$ cat src/rtl/sram_stream_reader.sv
// Burst reader: issues sequential SRAM reads from base_adr and streams the words
// out through a 2-entry FIFO with valid/ready handshake and a last-beat marker.
module sram_stream_reader #(
    parameter int unsigned DATA_WIDTH = 128,
    parameter int unsigned ADDR_WIDTH = 10
) (
    input  logic                  clk,
    input  logic                  rst_n,
    input  logic                  start,
    input  logic [ADDR_WIDTH-1:0] base_adr,
    input  logic [ADDR_WIDTH:0]   len,
    output logic                  busy,
    output logic                  done,
    output logic                  ren,
    output logic [ADDR_WIDTH-1:0] radr,
    input  logic [DATA_WIDTH-1:0] rdata,
    output logic                  out_valid,
    input  logic                  out_ready,
    output logic [DATA_WIDTH-1:0] out_data,
    output logic                  out_last
);

    localparam int unsigned LEN_W = ADDR_WIDTH + 1;

    typedef enum logic [1:0] {
        S_IDLE  = 2'd0,
        S_ISSUE = 2'd1,
        S_DRAIN = 2'd2,
        S_DONE  = 2'd3
    } state_t;

    state_t state, state_nxt;

    logic [ADDR_WIDTH-1:0] adr_q;
    logic [LEN_W-1:0]      rem_q;
    logic                  pend_q;
    logic                  pend_last_q;

    logic [DATA_WIDTH-1:0] fifo_data [2];
    logic                  fifo_last [2];
    logic                  wr_ptr;
    logic                  rd_ptr;
    logic [1:0]            cnt;

    logic                  push;
    logic                  pop;
    logic [2:0]            occ;
    logic                  issue_ok;

    assign push      = pend_q;
    assign out_valid = (cnt != 2'd0);
    assign pop       = out_valid && out_ready;
    assign radr      = adr_q;
    assign out_data  = fifo_data[rd_ptr];
    assign out_last  = out_valid && fifo_last[rd_ptr];

    // Occupancy once the word on rdata lands, net of this cycle's pop; keeps FIFO from overflowing.
    assign occ      = 3'(cnt) + 3'(pend_q) - 3'(pop);
    assign issue_ok = (occ < 3'd2);

    // State register
    always_ff @(posedge clk or negedge rst_n) begin
        if (!rst_n) begin
            state <= S_IDLE;
        end else begin
            state <= state_nxt;
        end
    end

    // Next-state logic
    always_comb begin
        state_nxt = state;
        case (state)
            S_IDLE: begin
                if (start) begin
                    state_nxt = (len == '0) ? S_DONE : S_ISSUE;
                end
            end
            S_ISSUE: begin
                if (ren && (rem_q == LEN_W'(1))) begin
                    state_nxt = S_DRAIN;
                end
            end
            S_DRAIN: begin
                if (pop && out_last) begin
                    state_nxt = S_DONE;
                end
            end
            S_DONE:  state_nxt = S_IDLE;
            default: state_nxt = S_IDLE;
        endcase
    end

    // Output decode
    always_comb begin
        busy = 1'b0;
        done = 1'b0;
        ren  = 1'b0;
        case (state)
            S_IDLE:  busy = 1'b0;
            S_ISSUE: begin
                busy = 1'b1;
                ren  = issue_ok;
            end
            S_DRAIN: busy = 1'b1;
            S_DONE: begin
                busy = 1'b1;
                done = 1'b1;
            end
            default: busy = 1'b0;
        endcase
    end

    // Address / remaining-count tracking and in-flight read marker
    always_ff @(posedge clk or negedge rst_n) begin
        if (!rst_n) begin
            adr_q       <= '0;
            rem_q       <= '0;
            pend_q      <= 1'b0;
            pend_last_q <= 1'b0;
        end else begin
            pend_q <= ren;
            if (state == S_IDLE && start && len != '0) begin
                adr_q <= base_adr;
                rem_q <= len;
            end else if (ren) begin
                adr_q       <= adr_q + ADDR_WIDTH'(1);
                rem_q       <= rem_q - LEN_W'(1);
                pend_last_q <= (rem_q == LEN_W'(1));
            end
        end
    end

    // Two-entry output FIFO
    always_ff @(posedge clk or negedge rst_n) begin
        if (!rst_n) begin
            for (int i = 0; i < 2; i++) begin
                fifo_data[i] <= '0;
                fifo_last[i] <= 1'b0;
            end
            wr_ptr <= 1'b0;
            rd_ptr <= 1'b0;
            cnt    <= 2'd0;
        end else begin
            if (push) begin
                fifo_data[wr_ptr] <= rdata;
                fifo_last[wr_ptr] <= pend_last_q;
                wr_ptr            <= ~wr_ptr;
            end
            if (pop) begin
                rd_ptr <= ~rd_ptr;
            end
            case ({push, pop})
                2'b10:   cnt <= cnt + 2'd1;
                2'b01:   cnt <= cnt - 2'd1;
                default: cnt <= cnt;
            endcase
        end
    end

endmodule

$ cat config.mk
export PLATFORM = sky130hd
export DESIGN_NAME = sram_stream_reader
export DESIGN_NICKNAME = d
export VERILOG_FILES = /design/src/rtl/sram_stream_reader.sv
export SDC_FILE = /design/constraint.sdc
export NUM_CORES = 1
export LEC_CHECK = 0
export CAP_MARGIN = 20
export CELL_PAD_IN_SITES_DETAIL_PLACEMENT = 0
export CELL_PAD_IN_SITES_GLOBAL_PLACEMENT = 1
export CORE_MARGIN = 3
export CORE_UTILIZATION = 33
export CTS_CLUSTER_SIZE = 30
export DETAILED_ROUTE_END_ITERATION = 10
export MAX_ROUTING_LAYER = met4
export PLACE_DENSITY = 0.68
export SLEW_MARGIN = 40
export SYNTH_ARGS = -nofsm -noshare
export SYNTH_HDL_FRONTEND = slang
export SYNTH_SLANG_ARGS = --single-unit
$ cat constraint.sdc
create_clock -name clk -period 2.9 [get_ports clk]
set_input_delay 0.29 -clock clk [delete_from_list [all_inputs] [get_ports clk]]
set_output_delay 0.29 -clock clk [all_outputs]
set_load 0.01 [all_outputs]
---- Yosys cells after proc, flatten, opt, wreduce, memory -nomap -nowiden ----
Cells that the tools add are included.
storage, ports and cells
  register bits ........................... 287
  input port bits ......................... 153
  output and inout port bits .............. 143
operators by class
  $add $sub $neg .......................... 6
  magnitude comparators ................... 4
  equal/unequal tests ..................... 9
  mux-type cells .......................... 25
  bitwise logic cells ..................... 5
  reductions and logical operators ........ 16
operators with widths
  kind                     number
  $mux W128                4
  $bwmux W256              1
  $demux W128 S1           1
  $mux W11                 2
  $mux W10                 2
  $eq A11 B1 Y1 const B    1
  $logic_not A11 Y1        1
  $reduce_bool A11 Y1      1
  $sub A11 B1 Y11 const B  1
  $add A10 B1 Y10 const B  1
  $mux W2                  4
  $pmux W2 S4              1
  $logic_and A1 B1 Y1      7
  $eq A2 B2 Y1 const B     3
  $mux W1                  6
  $ne A2 B2 Y1 const B     3
  $reduce_bool A2 Y1       3
  $eq A2 B1 Y1 const B     2
  $ge A2 B2 Y1 const B     2
  $not A1 Y2               2
  $pmux W2 S2              1
  $add A2 B1 Y3            1
  $lt A3 B2 Y1 const B     1
  $not A1 Y1               3
  11 further kinds         11

---- Depth between registers and ports, before layout ----
Gate-level depths: netlist of the first run.
  depth in word-level cells ............... 8
  depth in mapped cells ................... 12

---- Worst setup path after synthesis of the first run ----
OpenSTA, ideal clock, no wires.
  kind .................................... register -> register
  from .................................... register cnt[1]
  to ...................................... register adr_q[8], in the netlist radr[8]
  library setup time ...................... 0.125 ns
  arrival time ............................ 2.304 ns
  required time ........................... 2.775 ns
  setup slack ............................. 0.471 ns
  cell stages (with the launch flop) ...... 11
  path buffers ............................ 0
  cell sequence ........................... dfrtp_1 nand2_1 nor2_1 a21oi_1 nand2b_1 fa_1 xnor2_2 nand4_1 nor3_1 xor2_1 mux2_2
on the way
  cells in the longest elaborated chain, start to end .. 6
  elaborated cells between the ends (all ways) .. 7
  those cells by class .................... add/sub (2); order compare (1); mux (1); reduce/logical (3)
RTL lines
  element                                                RTL line  text
  start: declaration                                     43        logic [1:0] cnt;
  start signal: assignment                               154       2'b10: cnt <= cnt + 2'd1;
  start signal: assignment                               155       2'b01: cnt <= cnt - 2'd1;
  start signal: assignment                               156       default: cnt <= cnt;
  branches (longest 2 deep; another with $add A2 B1 Y3)  n/a
  $sub A3 B1 Y3 *                                        58        assign occ = 3'(cnt) + 3'(pend_q) - 3'(pop);
  $lt A3 B2 Y1 *                                         59        assign issue_ok = (occ < 3'd2);
  $mux W1 *                                              99        case (state)
  $reduce_bool A2 Y1 (no line) *                         n/a
  end signal: assignment                                 124       adr_q <= base_adr;
  end signal: assignment                                 127       adr_q <= adr_q + ADDR_WIDTH'(1);
  end: declaration                                       34        logic [ADDR_WIDTH-1:0] adr_q;
Mark *: on every way between the ends.
A chain may end at the register's enable or synchronous reset.

---- Worst setup path after layout of the first run ----
  from .................................... register rd_ptr
  to ...................................... output out_data[96]
on the way
  cells in the longest elaborated chain, start to end .. 4
RTL lines
  element                                        RTL line  text
  start: declaration                             42        logic rd_ptr;
  start signal: assignment                       151       rd_ptr <= ~rd_ptr;
  $not A1 Y2 (not written as such)               54        assign out_data = fifo_data[rd_ptr];
  $mux W128 (not written as such) (3 in series)  54
  end: declaration                               19        output logic [DATA_WIDTH-1:0] out_data,
No other way between the ends. The select of a mux whose other input is x is not followed.

==> impl_metrics.py, run 1 <==
metrics = {
    "status": {
        "status": "completed",
    },
    "die": {
        "rows": 71,
        "die_w_um": 203,
        "die_h_um": 203,
        "start_util_pct": 33.7,
        "core_mm2": 0.0380,
        "die_area_mm2": 0.0413,
        "io_pins": 296,
    },
    "detailed_routing": {
        "via_per_inst": 4.68,
        "wl_per_cell_um": 17.8,
        "drc_errors": 0,
        "routed-via-count": 8030,
        "drt_iter0_drc": 224,
        "ant_nets": 0,
        "drt-pass1-iter-count": 4,
        "wl_mm": 30.4,
    },
    "timing": {
        "post-route-min-period_ns": 2.63,
        "final_hold_viol_count": 0,
        "slew_violations": 0,
        "slew_headroom_pct": 58.5,
        "worst_pin_slew_ns": 0.622,
        "fin_tns_setup_ns": 0,
        "layout_setup_ws_ns": 0.270,
        "period_share_pct": 90.7,
        "clock.fmax_ghz": 0.380,
        "fin_skew_ns": 0.0160,
        "final-setup-viol-count": 0,
        "rsz0062_at_grt": "no",
    },
    "synthesis": {
        "seq_area_frac_synth_pct": 56.0,
        "synth_warnings": 0,
        "yosysTopAreaCell": "dfrtp_1",
        "syn_inst": 868,
        "ys_ff_latch": 287,
        "yosysUniqueCellTypes": 46,
        "synth-edff-count": 0,
        "synth_area_leaders": "dfrtp_1, mux2_2, buf_2, xnor2_1, ha_1",
        "synth_top_area_share_pct": 56.0,
        "synth_top_flop_cell": "dfrtp_1",
        "syn_area_per_cell_um2": 14.8,
        "synth_async_sr_flop_share_pct": 100,
        "synth_nets": 1030,
        "syn_area_mm2": 0.0128,
    },
    "cts": {
        "htree_levels": 2,
        "clock-sinks": 287,
        "clock_latency_ns": 0.52,
        "ctsRootBufferMaster": "clkbuf_16",
        "tritoncts": "yes",
        "cts_buffers": 34,
        "clkSlewWorstSetupHoldPaths_ns": 0.05,
        "cts_buffer_depth": 3,
    },
    "power_and_ir_drop": {
        "power_density_mw_per_mm2": 1220,
        "p_leak_uw": 0.00722,
        "ir_drop_v": 0.000762,
        "total_power_uw": 21500,
    },
    "cells_and_area": {
        "layout_common_cells": "mux2_2, clkdlybuf4s50_1, dfrtp_1",
        "final_nets": 1341,
        "areaGrowthSynthToFinish_pct": 37.1,
        "drive_above_1_share_pct": 40.4,
        "final_area_mm2": 0.0176,
        "layout_commonest_cell": "mux2_2",
    },
    "placement": {
        "port_buffers": 295,
        "gp_congestion": 0.745,
        "preCtsSetupSlack_ns": 0.0569,
        "place_area_mm2": 0.0165,
        "hpwl_mm": 20.3,
    },
    "setup_path": {
        "path_cells": "buf_12 -> mux2_2 -> clkdlybuf4s50_1",
        "crit_path_start_kind": "flop",
        "crit_slowest_cell": "clkdlybuf4s50_1",
        "worstPathMaxFanout": 73,
        "cp_data_arrival_time_ns": 2.34,
        "critPathCaptureType": "output port",
        "slowest_delay_ns": 0.54,
        "crit_type": "flop to output port",
        "crit_required_ns": 2.61,
    },
    "flow_run": {
        "cap_violations": 0,
    },
    "global_route": {
        "antenna_found_initial": 1,
        "grt_pass1_wl_mm": 49.4,
        "grtUsageTotal_pct": 15.2,
        "grt.overflow.total": 0,
        "use_met1_pct": 19.4,
        "top_usage_layer": "met2",
        "grt_max_degree": 74,
        "grt.met3_usage_pct": 4.52,
        "grtUsageMet2_pct": 23.8,
        "grt_pass1_vias": 8814,
    },
    "min_path": {
        "worstHoldPathType": "input pin to asynchronous set/reset pin",
    },
}
critical path, delay by kind of cell (launching register included):
family                 cells  cell delay (ns)
muxes                      1             0.40
buffers and inverters      2             0.88
DFF                        1             0.44
metal layers:
layer	vias up	part of all wire, %
met2	190	46
met4	0	2.1
met5	-	0
met3	43	7.0
li1	3725	-
met1	4072	45
area by class of cell:
type	count	area, µm²
multi-input cells	523	5340
well taps	511	639
clock inverters	6	73.8
inverters	9	36.3
diodes	1	2.50
clock buffers	53	1020
fillers	3519	20400
repair buffers	324	3290
flip-flops and latches	287	7190
cells in the mapped netlist, drive strengths merged (2+ instances only):
library cell	instances
nor2	9
buf	45
dfrtp	287
nor2b	2
nand3	5
nand4	8
ha	8
o21ai	23
nor4	3
a21oi	2
nor3	5
a211oi	2
xor2	10
inv	9
nand2	26
mux2i	3
and3	3
xnor2	13
clkbuf	4
mux2	389
final timing paths:
path                                     startpoint  cells past startpoint  slack, ns                         end
min                                           rst_n                      2       0.30  fifo_data[157]$_DFFE_PN0P_
max                              rd_ptr$_DFFE_PN0P_                      3       0.27                out_data[96]
max in group asynchronous                     rst_n                      3       1.75  fifo_data[199]$_DFFE_PN0P_
max reg2reg                      cnt[0]$_DFFE_PN0P_                     11       0.62         radr[9]$_DFFE_PN0P_
min in group clk                        base_adr[3]                      3       0.32         radr[3]$_DFFE_PN0P_
min reg2reg                fifo_data[4]$_DFFE_PN0P_                      1       0.50    fifo_data[4]$_DFFE_PN0P_
registers in the layout, summed over array words and instances, names as in the netlist:
name         flops
state            2
rd_ptr           1
radr            10
rem_q           11
pend_q           1
wr_ptr           1
pend_last_q      1
fifo_data      256
fifo_last        2
cnt              2
repair_timing:
action / 4_1_cts / 5_1_grt
pin swaps: 1 / 1
hold endpoints to repair: 64 / 0
resized for setup: 2 / 1
setup endpoints to repair: 1 / 1
hold buffers: 1 / 0
buffers inserted: 1 / 0
logic make-up (layout without fill, tap and decap cells):
kind of cell | count (synthesis) | after routing | share of synthesized area, %
AOI/OAI and AO/OA | 30 | 30 | 1.34
xor gates and xnor gates | 23 | 23 | 1.63
adders and majority gates | 9 | 9 | 0.936
buffers and inverters | 58 | 392 | 2.58
other | 0 | 1 | 0
DFF | 287 | 287 | 56.0
and+or+nand+nor | 69 | 69 | 3.13
muxes | 392 | 392 | 34.4
stage by stage:
stage	utilization, %	cells	hold slack (ns)
after CTS	46.2	1713	0.292
after global routing	46.3	1714	0.309
final	46.3	1714	0.301
after floorplan	-	868	-0.00559
after global placement	43.3	1652	0.298
after detailed placement	43.3	1652	0.304
power by group:
part           internal (µW)  total (µW)  switching [µW]
registers               6070        7090            1020
clock network           2510        4160            1650
logic                   6310       10300            3970
No activity file was read; power rests on OpenSTA's default activity.
==> inputs of run 2 (changes only) <==
--- a/config.mk
+++ b/config.mk
@@ -9,11 +9,11 @@
 export CELL_PAD_IN_SITES_DETAIL_PLACEMENT = 0
 export CELL_PAD_IN_SITES_GLOBAL_PLACEMENT = 1
 export CORE_MARGIN = 3
-export CORE_UTILIZATION = 33
+export CORE_UTILIZATION = 37
 export CTS_CLUSTER_SIZE = 30
 export DETAILED_ROUTE_END_ITERATION = 10
 export MAX_ROUTING_LAYER = met4
-export PLACE_DENSITY = 0.68
+export PLACE_DENSITY = 0.77
 export SLEW_MARGIN = 40
 export SYNTH_ARGS = -nofsm -noshare
 export SYNTH_HDL_FRONTEND = slang
==> constraint.sdc (replaced) <==
create_clock -name clk -period 2.1 [get_ports clk]
set_input_delay 0.21 -clock clk [delete_from_list [all_inputs] [get_ports clk]]
set_output_delay 0.21 -clock clk [all_outputs]
set_load 0.01 [all_outputs]
==> run 2 against run 1 <==
Effect of this change:
- the flow now finishes with violations (negative setup slack)
- total power rose by 47%
- setup slack worse by 0.50 ns
- core utilization is 8.5 points higher
- final area increased by 5.5%
- die area decreased by 11%
- sequential share of layout area shrank 2.1 points
- register-to-register slack got worse by 0.82 ns
- highest routed layer unchanged
==> impl_metrics.py, run 2 (synthesized netlist as in run 1, its figures left out) <==
metrics = {
    "cells_and_area": {
        "largest_register_ffs": 256,
        "final_nets": 1410,
        "regMostFlops": "fifo_data",
        "areaGrowthSynthToFinish_pct": 44.6,
        "final_area_mm2": 0.0185,
        "layout_common_cells": "mux2_2, dfrtp_1, clkdlybuf4s50_1",
        "layout_commonest_cell": "mux2_2",
        "drive_above_1_share_pct": 53.6,
    },
    "detailed_routing": {
        "wl_per_cell_um": 19.1,
        "drt-pass1-iter-count": 4,
        "drt_iter0_drc": 228,
        "wl_mm": 32.9,
        "drc_errors": 0,
        "routed-via-count": 8412,
        "via_per_inst": 4.89,
        "ant_nets": 0,
    },
    "die": {
        "die_h_um": 192,
        "io_pins": 296,
        "start_util_pct": 37.9,
        "die_area_mm2": 0.0369,
        "rows": 67,
        "die_w_um": 192,
        "core_mm2": 0.0339,
    },
    "timing": {
        "rsz0062_at_grt": "yes",
        "fin_skew_ns": 0.00861,
        "worst_pin_slew_ns": 0.505,
        "final_hold_viol_count": 0,
        "hold_slack_ns": 0.246,
        "clock.fmax_ghz": 0.429,
        "post-route-min-period_ns": 2.33,
        "final-setup-viol-count": 83,
        "slew_headroom_pct": 66.3,
        "slew_violations": 0,
        "period_share_pct": 111,
        "layout_setup_ws_ns": -0.229,
    },
    "global_route": {
        "grt_pass1_vias": 9035,
        "grt_max_degree": 74,
        "grt.overflow.total": 0,
        "grt_pass1_wl_mm": 49.5,
        "grtUsageTotal_pct": 17.3,
        "antenna_found_initial": 1,
    },
    "power_and_ir_drop": {
        "sw_frac_of_total_pct": 31.8,
        "p_leak_uw": 0.00822,
        "pwr-share-comb_pct": 49.8,
        "ir_drop_v": 0.000776,
        "intPower_uw": 21500,
        "seq_power_share_pct": 31.3,
        "switching_power_uw": 10100,
        "p_clk_share_pct": 18.9,
        "total_power_uw": 31600,
        "power_density_mw_per_mm2": 1700,
    },
    "cts": {
        "clock-sinks": 287,
        "ctsRootBufferMaster": "clkbuf_16",
        "htree_levels": 2,
        "cts_buffers": 34,
        "clkSlewWorstSetupHoldPaths_ns": 0.06,
        "cts_buffer_depth": 3,
        "clock_latency_ns": 0.50,
        "tritoncts": "yes",
    },
    "status": {
        "status": "complete, but fails checks",
        "violations": "negative setup slack",
    },
    "flow_run": {
        "cap_violations": 0,
    },
    "setup_path": {
        "worstPathMaxFanout": 3,
        "critPathCaptureType": "output port",
        "crit_type": "flop to output port",
        "crit_required_ns": 1.89,
        "crit_path_start_kind": "flop",
        "cp_data_arrival_time_ns": 2.12,
    },
    "placement": {
        "preCtsSetupSlack_ns": -0.564,
        "place_area_mm2": 0.0166,
        "gp_congestion": 0.760,
        "hpwl_mm": 20.5,
        "port_buffers": 295,
    },
    "min_path": {
        "worstHoldPathType": "input pin to asynchronous set/reset pin",
    },
}
## run 2: cell type report
class	instances	area (µm²)
diodes	1	2.50
clock buffers	48	1040
clock inverters	13	118
fillers	2833	15300
inverters	9	36.3
multi-input cells	523	5540
flip-flops and latches	287	7190
well taps	448	561
repair buffers	393	4060
## run 2: final timing paths
check                                            from                          to  slack [ns]  cells after the start
hold / removal                                  rst_n   fifo_data[66]$_DFFE_PN0P_        0.25                      2
hold reg to reg            fifo_data[117]$_DFFE_PN0P_  fifo_data[117]$_DFFE_PN0P_        0.50                      1
max in group asynchronous                       rst_n  fifo_data[235]$_DFFE_PN0P_        1.10                      3
setup reg to reg                   cnt[0]$_DFFE_PN0P_         radr[2]$_DFFE_PN0P_       -0.20                     12
setup / recovery                   cnt[0]$_DFFE_PN0P_                         ren       -0.23                      8
min in group clk                          base_adr[5]         radr[5]$_DFFE_PN0P_        0.25                      3
## run 2: stage by stage
step,TNS (ns),utilization [%],std cells
after floorplan,-0.926,-,868
after global routing,-15.71,54.8,1722
after global placement,-9.77,49.0,1608
after detailed placement,-11.00,49.0,1608
after CTS,-21.26,53.1,1691
final,-9.01,54.8,1722
## run 2: timing repair
item,in CTS,in global routing
pin swaps,11,13
gates resized for setup,253,236
hold endpoints to repair,40,0
gates cloned,5,8
buffers inserted,16,25
endpoints found under the setup margin,150,135
hold buffers,1,0
## run 2: routing by layer
layer	wire [µm]	track usage [%]	up-vias
li1	-	-	3875
met1	14300	21.7	4283
met2	15900	28.0	218
met3	2270	5.07	36
met4	507	3.73	0
met5	0	-	-
## run 2: worst max-delay path, cell delays in order (launching register included)
cell and delay, ns:
dfrtp_2 0.44, nor2_4 0.15, a21oi_4 0.04, nand2b_4 0.14, fa_2 0.38, xnor2_4 0.18
nand3_4 0.11, inv_4 0.09, buf_6 0.10
## run 2: power by group through the flow
stage          Sequential [µW]  Combinational (µW)  Clock (µW)
2_1_floorplan             9510                8420           0
3_3_place_gp              9780               14500           0
3_5_place_dp              9920               14600           0
4_1_cts                   9870               14700        6180
5_1_grt                  10300               16900        6400
6_report                  9900               15700        5960
==> inputs of run 3 (changes only) <==
--- a/config.mk
+++ b/config.mk
@@ -6,7 +6,7 @@
 export NUM_CORES = 1
 export LEC_CHECK = 0
 export CAP_MARGIN = 20
-export CELL_PAD_IN_SITES_DETAIL_PLACEMENT = 0
+export CELL_PAD_IN_SITES_DETAIL_PLACEMENT = 1
 export CELL_PAD_IN_SITES_GLOBAL_PLACEMENT = 1
 export CORE_MARGIN = 3
 export CORE_UTILIZATION = 37
@@ -14,7 +14,7 @@
 export DETAILED_ROUTE_END_ITERATION = 10
 export MAX_ROUTING_LAYER = met4
 export PLACE_DENSITY = 0.77
-export SLEW_MARGIN = 40
+export SLEW_MARGIN = 25
 export SYNTH_ARGS = -nofsm -noshare
 export SYNTH_HDL_FRONTEND = slang
 export SYNTH_SLANG_ARGS = --single-unit
==> run 3 against run 2 <==
Effect of this change:
- the flow still finishes with violations (negative setup slack)
- flip-flop and latch count unchanged
- final area up 1.2%
- combinational power up 9.6%
- die area stayed put
- critical endpoint is now radr[8]$_DFFE_PN0P_
- largest power group unchanged
==> impl_metrics.py, run 3 (synthesized netlist as in run 1, its figures left out) <==
metrics = {
    "status": {
        "status": "complete, but fails checks",
        "violations": "negative setup slack",
    },
    "cells_and_area": {
        "layout_commonest_cell": "mux2_2",
        "final_nets": 1418,
        "largest_register_ffs": 256,
        "areaGrowthSynthToFinish_pct": 46.4,
        "multiInputGateArea_mm2": 0.00558,
        "drive_above_1_share_pct": 55.9,
        "fillers": 3270,
        "diodes": 0,
        "regMostFlops": "fifo_data",
        "regArea_mm2": 0.00719,
        "final_area_mm2": 0.0188,
        "layout_common_cells": "mux2_2, dfrtp_1, clkdlybuf4s50_1",
    },
    "cts": {
        "htree_levels": 2,
        "tritoncts": "yes",
        "clkSlewWorstSetupHoldPaths_ns": 0.06,
        "cts_buffer_depth": 3,
        "clock-sinks": 287,
        "cts_buffers": 34,
        "clock_latency_ns": 0.49,
        "ctsRootBufferMaster": "clkbuf_16",
    },
    "setup_path": {
        "crit_slowest_cell": "dfrtp_2",
        "crit_type": "flop to flop",
        "crit_required_ns": 2.48,
        "r2r_setup_slack_ns": -0.32,
        "crit_path_start": "cnt[1]$_DFFE_PN0P_",
        "worstPathMaxFanout": 2,
        "critPathCaptureType": "flop",
        "crit_path_start_kind": "flop",
        "path_cells": "nand2_2 -> nor2_4 -> a21oi_2 -> nand2b_4 -> fa_2 -> xnor2_2 -> buf_4 -> buf_6 -> nand4_1 -> nor3_2 -> xor2_1 -> mux2_2",
        "cp_data_arrival_time_ns": 2.80,
        "reg2reg_to": "radr[8]$_DFFE_PN0P_",
        "worst_r2r_path_depth": 12,
        "r2r_start": "cnt[1]$_DFFE_PN0P_",
        "slowest_delay_ns": 0.37,
    },
    "global_route": {
        "grt_pass1_wl_mm": 56.8,
        "grt_pass1_vias": 9844,
        "grt.overflow.total": 0,
        "grtUsageTotal_pct": 20.3,
        "antenna_found_initial": 0,
        "grt_max_degree": 74,
    },
    "min_path": {
        "worstHoldPathType": "input pin to asynchronous set/reset pin",
    },
    "placement": {
        "hpwl_mm": 22.4,
        "place_area_mm2": 0.0166,
        "preCtsSetupSlack_ns": -0.615,
        "gp_congestion": 0.760,
        "port_buffers": 295,
    },
    "power_and_ir_drop": {
        "seq_power_share_pct": 30.2,
        "ir_drop_v": 0.000858,
        "p_clk_share_pct": 18.2,
        "switching_power_uw": 10800,
        "sw_frac_of_total_pct": 32.4,
        "pwr-share-comb_pct": 51.6,
        "total_power_uw": 33300,
        "power_density_mw_per_mm2": 1770,
        "intPower_uw": 22500,
        "p_leak_uw": 0.00811,
    },
    "detailed_routing": {
        "ant_nets": 0,
        "drt-pass1-iter-count": 4,
        "routed-via-count": 8546,
        "drt_iter0_drc": 199,
        "wl_per_cell_um": 21.7,
        "via_per_inst": 4.95,
        "drc_errors": 0,
        "wl_mm": 37.5,
    },
    "die": {
        "die_area_mm2": 0.0369,
        "rows": 67,
        "start_util_pct": 37.9,
        "die_w_um": 192,
        "die_h_um": 192,
        "io_pins": 296,
        "core_mm2": 0.0339,
    },
    "timing": {
        "slew_violations": 0,
        "rsz0062_at_grt": "yes",
        "layout_setup_ws_ns": -0.315,
        "worst_pin_slew_ns": 0.597,
        "fin_skew_ns": 0.0110,
        "post-route-min-period_ns": 2.42,
        "final-setup-viol-count": 75,
        "fin_tns_setup_ns": -9.89,
        "slew_headroom_pct": 60.2,
        "period_share_pct": 115,
        "final_hold_viol_count": 0,
        "clock.fmax_ghz": 0.414,
    },
    "flow_run": {
        "cap_violations": 0,
    },
}
## run 3: changes by cell type in the layout (fill, tap and decap cells not counted), moves of 6 or more
cell            change
buf_4               -6
mux2_2              -9
clkbuf_2           -12
buf_6              +50
clkinv_2            -8
clkbuf_16           -7
dlymetal6s2s_1     -32
buf_12              +9
mux2_4              +9
## run 3: worst max-delay path, delay by kind of cell (launching register included)
family / cells / cell delay, ns
adder cells (fa/ha/maj): 1 / 0.37
XOR/XNOR: 2 / 0.31
buffers and inverters: 2 / 0.25
multiplexers: 1 / 0.26
flip-flops: 1 / 0.37
AND/OR/NAND/NOR: 5 / 0.69
AO/OA/AOI/OAI: 1 / 0.05
## run 3: through the flow
| step | utilization, % | instances | hold slack, ns |
|---|---|---|---|
| CTS | 54.9 | 1719 | 0.234 |
| global route | 55.4 | 1726 | 0.248 |
| finish | 55.4 | 1726 | 0.228 |
| floorplan | - | 868 | -0.0856 |
| detailed placement | 49.0 | 1608 | 0.180 |
| global placement | 49.0 | 1608 | 0.176 |
## run 3: worst max path at each step
stage,cells after the start,end,slack (ns)
finish,12,radr[8]$_DFFE_PN0P_,-0.32
global route,12,radr[8]$_DFFE_PN0P_,-0.45
CTS,8,ren,-0.24
detailed placement,10,ren,-0.61
global placement,10,ren,-0.54
floorplan,11,radr[9]$_DFFE_PN0P_,-0.18
## run 3: timing repair
| item | in CTS | in global routing |
|---|---|---|
| endpoints found under the hold margin | 40 | 0 |
| hold buffers | 1 | 0 |
| cloned | 12 | 2 |
| endpoints found under the setup margin | 154 | 154 |
| setup buffers | 40 | 17 |
| pin swaps | 14 | 13 |
| resized for setup | 586 | 131 |
## run 3: final cells by class
class	count	area share, %
clock inverter	7	0.740
clock buffer	51	5.41
multi-input combinational	523	29.7
timing repair buffer	401	22.7
inverter	9	0.193
sequential	287	38.3
tap	448	2.99
## run 3: metal layers
layer / GRT usage, % / vias up / part of all wire [%]
li1: - / 3872 / -
met4: 3.73 / 0 / 1.4
met2: 34.7 / 215 / 51
met3: 5.04 / 38 / 6.3
met1: 24.6 / 4421 / 41
met5: - / - / 0
## run 3: power groups by stage
| stage | Sequential (µW) | Clock (µW) | Combinational (µW) |
|---|---|---|---|
| after detailed placement | 9990 | 0 | 14700 |
| after CTS | 9990 | 6250 | 16700 |
| after floorplan | 9510 | 0 | 8420 |
| after global routing | 10400 | 6510 | 18300 |
| final | 10100 | 6060 | 17200 |
| after global placement | 9780 | 0 | 14500 |
